<file path="config.mk">
export PLATFORM = sky130hd
export DESIGN_NAME = fetch_stage
export DESIGN_NICKNAME = d
export VERILOG_FILES = /design/src/rtl/fetch_stage_pkg.sv /design/src/rtl/fetch_stage_ifid_reg.sv /design/src/rtl/fetch_stage.sv
export SDC_FILE = /design/constraint.sdc
export NUM_CORES = 1
export LEC_CHECK = 0
export CAP_MARGIN = 20
export CORE_ASPECT_RATIO = 1.25
export CORE_MARGIN = 5
export CORE_UTILIZATION = 39
export CTS_CLUSTER_DIAMETER = 50
export DETAILED_ROUTE_END_ITERATION = 10
export HOLD_SLACK_MARGIN = 0.1
export PLACE_DENSITY = 0.76
export SYNTH_ARGS = -nofsm -noshare
export SYNTH_HDL_FRONTEND = slang
export SYNTH_HIERARCHICAL = 1
export SYNTH_SLANG_ARGS = --single-unit
</file>
<file path="constraint.sdc">
create_clock -name clk -period 1.7 [get_ports clk]
set_input_delay 0.34 -clock clk [delete_from_list [all_inputs] [get_ports clk]]
set_output_delay 0.34 -clock clk [all_outputs]
set_load 0.01 [all_outputs]
</file>
<file path="src/rtl/fetch_stage_pkg.sv">
// Shared definitions for the instruction fetch stage: word/counter widths,
// reset defaults and the per-edge update decision used by PC and IF/ID.
package fetch_stage_pkg;

    localparam int unsigned XLEN  = 32;
    localparam int unsigned CNT_W = 16;

    typedef logic [XLEN-1:0]  word_t;
    typedef logic [CNT_W-1:0] cnt_t;

    localparam word_t RESET_PC_DEFAULT  = 32'h0000_0000;
    localparam word_t NOP_INSTR_DEFAULT = 32'h0000_0000;

    typedef enum logic [1:0] {
        UPD_LOAD  = 2'd0,
        UPD_HOLD  = 2'd1,
        UPD_FLUSH = 2'd2
    } upd_e;

    // A taken branch wins over a stall request on the same edge.
    function automatic upd_e resolve_update(input logic pc_src, input logic stall);
        if (pc_src) begin
            return UPD_FLUSH;
        end else if (stall) begin
            return UPD_HOLD;
        end
        return UPD_LOAD;
    endfunction

    function automatic cnt_t sat_inc(input cnt_t v);
        return (v == '1) ? v : v + cnt_t'(1);
    endfunction

endpackage

</file>
<file path="src/rtl/fetch_stage_ifid_reg.sv">
// IF/ID pipeline register: captures instruction and its plus1, holds on
// stall and loads a NOP bubble on flush or reset.
module ifid_reg
    import fetch_stage_pkg::*;
#(
    parameter logic [XLEN-1:0] NOP_INSTR = NOP_INSTR_DEFAULT
) (
    input  logic            clk,
    input  logic            reset,
    input  upd_e            upd_i,
    input  logic [XLEN-1:0] instr_i,
    input  logic [XLEN-1:0] plus1_i,
    output logic [XLEN-1:0] instr_o,
    output logic [XLEN-1:0] plus1_o,
    output logic            valid_o
);

    logic [XLEN-1:0] instr_q, instr_d;
    logic [XLEN-1:0] plus1_q, plus1_d;
    logic            valid_q, valid_d;

    always_comb begin
        instr_d = instr_q;
        plus1_d = plus1_q;
        valid_d = valid_q;
        unique case (upd_i)
            UPD_LOAD: begin
                instr_d = instr_i;
                plus1_d = plus1_i;
                valid_d = 1'b1;
            end
            UPD_FLUSH: begin
                instr_d = NOP_INSTR;
                plus1_d = '0;
                valid_d = 1'b0;
            end
            default: ;
        endcase
    end

    always_ff @(posedge clk) begin
        if (reset) begin
            instr_q <= NOP_INSTR;
            plus1_q <= '0;
            valid_q <= 1'b0;
        end else begin
            instr_q <= instr_d;
            plus1_q <= plus1_d;
            valid_q <= valid_d;
        end
    end

    assign instr_o = instr_q;
    assign plus1_o = plus1_q;
    assign valid_o = valid_q;

endmodule

</file>
<file path="src/rtl/fetch_stage.sv">
// Instruction fetch stage: PC register, incrementer, saturating stall counter
// and the IF/ID register. The PC select mux lives outside this block.
module fetch_stage
    import fetch_stage_pkg::*;
#(
    parameter logic [XLEN-1:0] RESET_PC  = RESET_PC_DEFAULT,
    parameter logic [XLEN-1:0] NOP_INSTR = NOP_INSTR_DEFAULT
) (
    input  logic             clk,
    input  logic             reset,
    input  logic [XLEN-1:0]  nextPc,
    input  logic             pcSrc,
    input  logic             stall,
    input  logic [XLEN-1:0]  instrIn,
    output logic [XLEN-1:0]  pc,
    output logic [XLEN-1:0]  plus1,
    output logic [XLEN-1:0]  ifidInstr,
    output logic [XLEN-1:0]  ifidPlus1,
    output logic             ifidValid,
    output logic [CNT_W-1:0] stallCycles
);

    logic [XLEN-1:0]  pc_q, pc_d;
    logic [CNT_W-1:0] stall_cnt_q, stall_cnt_d;
    upd_e             upd;

    assign upd = resolve_update(pcSrc, stall);

    // nextPc is only consumed on edges where the PC actually moves.
    always_comb begin
        pc_d        = pc_q;
        stall_cnt_d = stall_cnt_q;
        unique case (upd)
            UPD_LOAD,
            UPD_FLUSH: pc_d = nextPc;
            UPD_HOLD:  stall_cnt_d = sat_inc(stall_cnt_q);
            default: ;
        endcase
    end

    always_ff @(posedge clk) begin
        if (reset) begin
            pc_q        <= RESET_PC;
            stall_cnt_q <= '0;
        end else begin
            pc_q        <= pc_d;
            stall_cnt_q <= stall_cnt_d;
        end
    end

    assign pc          = pc_q;
    assign plus1       = pc_q + 32'd1;
    assign stallCycles = stall_cnt_q;

    ifid_reg #(
        .NOP_INSTR (NOP_INSTR)
    ) u_ifid (
        .clk     (clk),
        .reset   (reset),
        .upd_i   (upd),
        .instr_i (instrIn),
        .plus1_i (plus1),
        .instr_o (ifidInstr),
        .plus1_o (ifidPlus1),
        .valid_o (ifidValid)
    );

endmodule

</file>
==> results of run 1 <==
==> through the flow <==
| stage | cells | total power [mW] |
|---|---|---|
| global placement | 1068 | 4.14 |
| detailed placement | 1068 | 4.16 |
| floorplan | 607 | 3.40 |
| finish | 1132 | 7.82 |
| global route | 1132 | 8.05 |
| CTS | 1127 | 7.71 |
==> report_power, final <==
group          internal (mW)  switching, mW  total (mW)
logic                  0.760          0.669        1.43
registers               2.76         0.0741        2.83
clock network           2.24           1.33        3.56
==> area by class of cell <==
class,instances,share of cell area
clock buffer,19,0.0448
tap,171,0.0211
sequential,113,0.228
multi-input combinational,444,0.354
clock inverter,13,0.0133
inverter,8,0.00309
timing repair buffer,364,0.336
==> flip-flops by register name (all words and copies together) (netlist names) <==
| name | flops |
|---|---|
| u_ifid/instr_o | 32 |
| u_ifid/plus1_o | 32 |
| stallCycles | 16 |
| u_ifid/valid_o | 1 |
| pc | 32 |
==> synth_stat cells, types with 9 or more instances <==
master / n
a21oi_1: 37
buf_2: 9
clkbuf_1: 18
dfxtp_1: 113
nand2_1: 142
nand2b_1: 67
nand3_1: 18
nand4_1: 11
nor2_1: 28
o22ai_1: 14
o22ai_2: 50
xnor2_1: 33
xor2_1: 9
==> metal layers <==
layer  vias up  GRT usage  wire [um]
li1       2748          -          -
met1      2898      0.278       8260
met2       324      0.438      11400
met3        91     0.0552       1470
met4         0      0.155       1360
met5         -          0          0
==> logic make-up (layout without fill, tap and decap cells) <==
| family | after synthesis | after routing | share of synthesized area |
|---|---|---|---|
| AO/OA/AOI/OAI | 106 | 106 | 0.177 |
| XOR/XNOR | 42 | 42 | 0.0695 |
| adder cells (fa/ha/maj) | 2 | 2 | 0.00473 |
| buffers and inverters | 50 | 404 | 0.0534 |
| flip-flops | 113 | 113 | 0.427 |
| AND/OR/NAND/NOR | 294 | 294 | 0.269 |
==> path summary, 6_finish.rpt <==
kind / end / slack [ns] / cells past startpoint
max: plus1[31] / -1.17 / 8
min: pc[0]$_SDFFE_PP0P_ / 0.29 / 2
max reg2reg: u_ifid/plus1_o[31]$_SDFFE_PP0P_ / -0.65 / 10
min reg2reg: u_ifid/valid_o$_SDFFE_PP0P_ / 0.46 / 2
==> timing repair <==
item,in CTS,in global routing
buffers inserted,38,22
hold buffers,0,0
resized for setup,284,75
pin swaps,59,45
endpoints found under the setup margin,96,72
==> flow_summary.json, run 1 <==
{
  "outcome": "complete, but fails checks",
  "violations": "setup timing",
  "dpl_worst_slack_ns": -0.836,
  "syn_nets": 677,
  "seqCellArea_um2": 2310,
  "max-cap-violations": 0,
  "vias_per_cell": 5.35,
  "postLayoutCoreUtil": 0.763,
  "final_common_cell": "nand2_1",
  "die-area_um2": 16000,
  "synth_top_area_cell": "dfxtp_1",
  "cts_buffer_depth": 2,
  "yosysWarnings": 6,
  "synth-edff-count": 0,
  "syn2layout_area_growth_pct": 91.4,
  "worstPathRequired_ns": 1.36,
  "arrival_ns": 2.53,
  "cts_tree": "yes",
  "dieHeight_um": 140,
  "row_count": 47,
  "tightest_slew_ns": 0.410,
  "fillers": 845,
  "path_cells": "nand4_1 -> buf_6 -> nor4_4 -> nand4_1 -> nor3_2 -> xor2_1 -> buf_4 -> buf_6",
  "setup_violations": 56,
  "grt_pass1_wl_um": 32000,
  "ys_seq_area_frac": 0.427,
  "crit_family": "simple AND/OR/NAND/NOR gates",
  "initial_utilization": 0.398,
  "async_flop_share": 0,
  "place.gp.congestion": 0.942,
  "max_freq_ghz": 0.349,
  "power.density_nw_per_um2": 772,
  "final_nets": 1018,
  "maxSlewViolCount": 0,
  "syn_inst": 607,
  "ys_types": 38,
  "grt_usage": 0.253,
  "wirelength_um": 22500,
  "io_buffers": 212,
  "drt_iter0_drc": 348,
  "hp-class": "input pin to flip-flop",
  "layout_common_cells": "nand2_1 (137), clkdlybuf4s50_1 (130), buf_4 (116)",
  "insertion_delay_ns": 0.42,
  "syn_area_um2": 5300,
  "hold_violations": 0,
  "crit_path_start_kind": "flip-flop",
  "synth_area_leaders": "dfxtp_1 (43%), o22ai_2 (12%), nand2_1 (10%)",
  "cp-end-kind": "output port",
  "cts_made_buffers": 17,
  "min_from": "reset",
  "root_buffer": "clkbuf_16",
  "relSlewSlack": 0.725,
  "drive_gt1_frac": 0.404,
  "remaining_drc_errors": 0,
  "setup_tns_ns": -26.63,
  "cts_max_level": 4,
  "clock-skew-final_ns": 0.0135,
  "critPathSlowestCell": "nor4_4",
  "die_x_um": 114,
  "crit_type": "flip-flop to output port",
  "drtPass1Iterations": 5,
  "worstPathBufferInverterCount": 3,
  "antenna_left": 0,
  "irDropWorstVdd_mv": 0.631,
  "syn_area_per_cell_um2": 8.72,
  "vias": 6061,
  "grt_max_degree": 50,
  "multi_input_area_um2": 3590,
  "p_leak_nw": 4.39,
  "yosys.area.top_type_share": 0.427,
  "finalWorstSetupSlack_ns": -1.17,
  "synth-main-ff-cell": "dfxtp_1",
  "core-area_um2": 13300,
  "critPathMaxFanout": 3,
  "grt_pass1_vias": 6033,
  "holdWs_ns": 0.285,
  "startpoint": "pc[13]$_SDFFE_PP0P_",
  "period_minus_slack_ns": 2.87,
  "dpl_cell_area_um2": 8580,
  "hpwl_um": 14100,
  "cpPeakStageDelay_ns": 0.36,
  "antenna_found_initial": 0,
  "finalCritPeriodShare": 1.69,
  "grt_remaining_overflow": 0,
  "ys_ff_latch": 113,
  "final_area_um2": 10100,
  "cts_sinks": 113,
  "wl_per_cell_um": 19.9,
  "r2r-start": "pc[13]$_SDFFE_PP0P_",
  "cts.reportedPaths.clkPinSlew_ns": 0.06,
  "antenna_cells": 0,
  "boundaryPins": 213,
  "grt_setup_unrepaired": "true"
}
(Power assumes the default switching activity.)
==> run 2: changes to the inputs <==
Settings changed: CAP_MARGIN 20 to 15, CTS_CLUSTER_SIZE set to 30, TNS_END_PERCENT set to 5.
==> flow_summary.json, run 2 (synthesis results as in run 1) <==
{
  "cpPeakStageDelay_ns": 0.33,
  "finalCritPeriodShare": 1.48,
  "grt_remaining_overflow": 0,
  "cts_max_level": 4,
  "grt_usage": 0.234,
  "die-area_um2": 16000,
  "min_to": "stallCycles[10]$_SDFFE_PP0P_",
  "critPathSlowestCell": "dfxtp_2",
  "insertion_delay_ns": 0.41,
  "antenna_left": 0,
  "hp-class": "input pin to flip-flop",
  "core-area_um2": 13300,
  "cts_made_buffers": 17,
  "max-cap-violations": 0,
  "grt_pass1_vias": 5775,
  "place_inst": 1067,
  "grt_pass1_wl_um": 29900,
  "worstPathBufferInverterCount": 3,
  "relSlewSlack": 0.736,
  "antenna_cells": 0,
  "period_minus_slack_ns": 2.52,
  "fillers": 952,
  "die_x_um": 114,
  "setup_tns_ns": -19.57,
  "r2r-start": "pc[8]$_SDFFE_PP0P_",
  "r2r_slack_ns": -0.34,
  "place.gp.congestion": 0.919,
  "cts_tree": "yes",
  "outcome": "complete, but fails checks",
  "arrival_ns": 2.18,
  "dieHeight_um": 140,
  "vias_per_cell": 5.11,
  "vias": 5687,
  "remaining_drc_errors": 0,
  "violations": "setup timing",
  "drive_gt1_frac": 0.367,
  "cts_buffer_depth": 2,
  "hpwl_um": 13900,
  "maxSlewViolCount": 0,
  "worstPathRequired_ns": 1.36,
  "reg2reg_depth": 10,
  "crit_path_start_kind": "flip-flop",
  "instances_no_fill": 1112,
  "wl_per_cell_um": 17.9,
  "holdPathStages": 2,
  "row_count": 47,
  "grt_max_degree": 77,
  "wirelength_um": 19900,
  "ctsHoldBuffers": 0,
  "irDropWorstVdd_mv": 0.728,
  "drt_iter0_drc": 340,
  "syn2layout_area_growth_pct": 80.1,
  "drtPass1Iterations": 4,
  "max_freq_ghz": 0.396,
  "setup_violations": 49,
  "p_leak_nw": 4.07,
  "finalWorstSetupSlack_ns": -0.824,
  "grt_setup_unrepaired": "true",
  "final_area_um2": 9530,
  "dpl_cell_area_um2": 8450,
  "io_buffers": 212,
  "cp-end-kind": "output port",
  "critPathMaxFanout": 3,
  "path_cells": "nand4_1 -> buf_6 -> nor4_4 -> nand4_1 -> buf_6 -> nor2_4 -> xor2_2 -> buf_2",
  "clock-skew-final_ns": 0.00970,
  "layout_common_cells": "nand2_1 (139), clkdlybuf4s50_1 (126), buf_4 (120)",
  "crit_family": "simple AND/OR/NAND/NOR gates",
  "root_buffer": "clkbuf_16",
  "final_nets": 998,
  "tightest_slew_ns": 0.393,
  "final_common_cell": "nand2_1",
  "crit_type": "flip-flop to output port",
  "min_from": "reset",
  "cts_sinks": 113,
  "antenna_found_initial": 0,
  "boundaryPins": 213,
  "hold_violations": 0,
  "r2r-end": "u_ifid/plus1_o[25]$_SDFFE_PP0P_",
  "initial_utilization": 0.398,
  "cts.reportedPaths.clkPinSlew_ns": 0.06,
  "power.density_nw_per_um2": 809
}
-- run 2: changes by cell type in the layout (fill, tap and decap cells not counted), sizes merged --
cell / previous run / this run
buf: 183 / 160
dlygate4sd2: 45 / 51
clkdlybuf4s15: 0 / 4
clkdlybuf4s50: 130 / 126
dlymetal6s2s: 6 / 3
bufinv: 2 / 3
clkbuf: 19 / 18
clkinv: 8 / 7
inv: 8 / 9
-- run 2: layout make-up --
type	instances	area, um^2	area share
clock buffer	18	439	0.0461
clock inverter	14	163	0.0171
multi-input combinational	444	3290	0.345
inverter	8	31.3	0.00328
sequential	113	2300	0.241
tap	171	214	0.0224
timing repair buffer	344	3100	0.325
-- run 2: metrics by stage --
step	worst slack, ns	utilization	hold slack, ns	power, mW
after floorplan	-0.218	-	0.470	3.39
after global placement	-0.724	0.636	0.451	4.11
after detailed placement	-0.833	0.636	0.457	4.14
after CTS	-0.752	0.698	0.248	7.71
after global routing	-0.910	0.717	0.273	7.98
final	-0.824	0.717	0.264	7.71
-- run 2: layer usage --
metal / GRT usage / share of wire
met1: 0.252 / 0.37
met3: 0.0595 / 0.058
met4: 0.144 / 0.065
met2: 0.406 / 0.51
met5: 0 / 0
-- run 2: power by group --
group          leakage, nW  total (mW)  internal, mW  switching [mW]
Combinational         2.84        1.29         0.677           0.609
Sequential           0.933        2.83          2.76          0.0666
Clock                0.292        3.60          2.33            1.27
Total                 4.07        7.71          5.77            1.95
-- run 2: worst max-delay path by stage --
stage / end / slack (ns) / cells after the start / from
final: plus1[26] / -0.82 / 8 / pc[13]$_SDFFE_PP0P_
after global routing: plus1[31] / -0.91 / 8 / pc[13]$_SDFFE_PP0P_
after CTS: plus1[24] / -0.75 / 8 / pc[13]$_SDFFE_PP0P_
after detailed placement: plus1[26] / -0.83 / 7 / pc[0]$_SDFFE_PP0P_
after global placement: plus1[28] / -0.72 / 7 / pc[0]$_SDFFE_PP0P_
after floorplan: stallCycles[5]$_SDFFE_PP0P_ / -0.22 / 6 / stallCycles[0]$_SDFFE_PP0P_
-- run 2: worst reg2reg max path, stage by stage (launching register included) --
cell      delay [ns]
dfxtp_1         0.35
nand3_2         0.17
nor2_1          0.34
nand4_1         0.23
buf_6           0.20
nor2_4          0.12
xor2_2          0.15
buf_4           0.12
buf_4           0.09
nand2b_1        0.06
o22ai_2         0.12
-- run 2: timing repair --
item / 4_1_cts / 5_1_grt
cloned: 0 / 0
endpoints found under the setup margin: 113 / 121
hold endpoints to repair: 0 / 0
setup buffers: 11 / 3
pin swaps: 26 / 22
resized for setup: 244 / 51
==> run 3: changes to the inputs <==
Settings changed: ABC_CLOCK_PERIOD_IN_PS set to 1700.
==> results of run 3 <==
No change in the layout: final DEF, timing and power equal those of run 2.
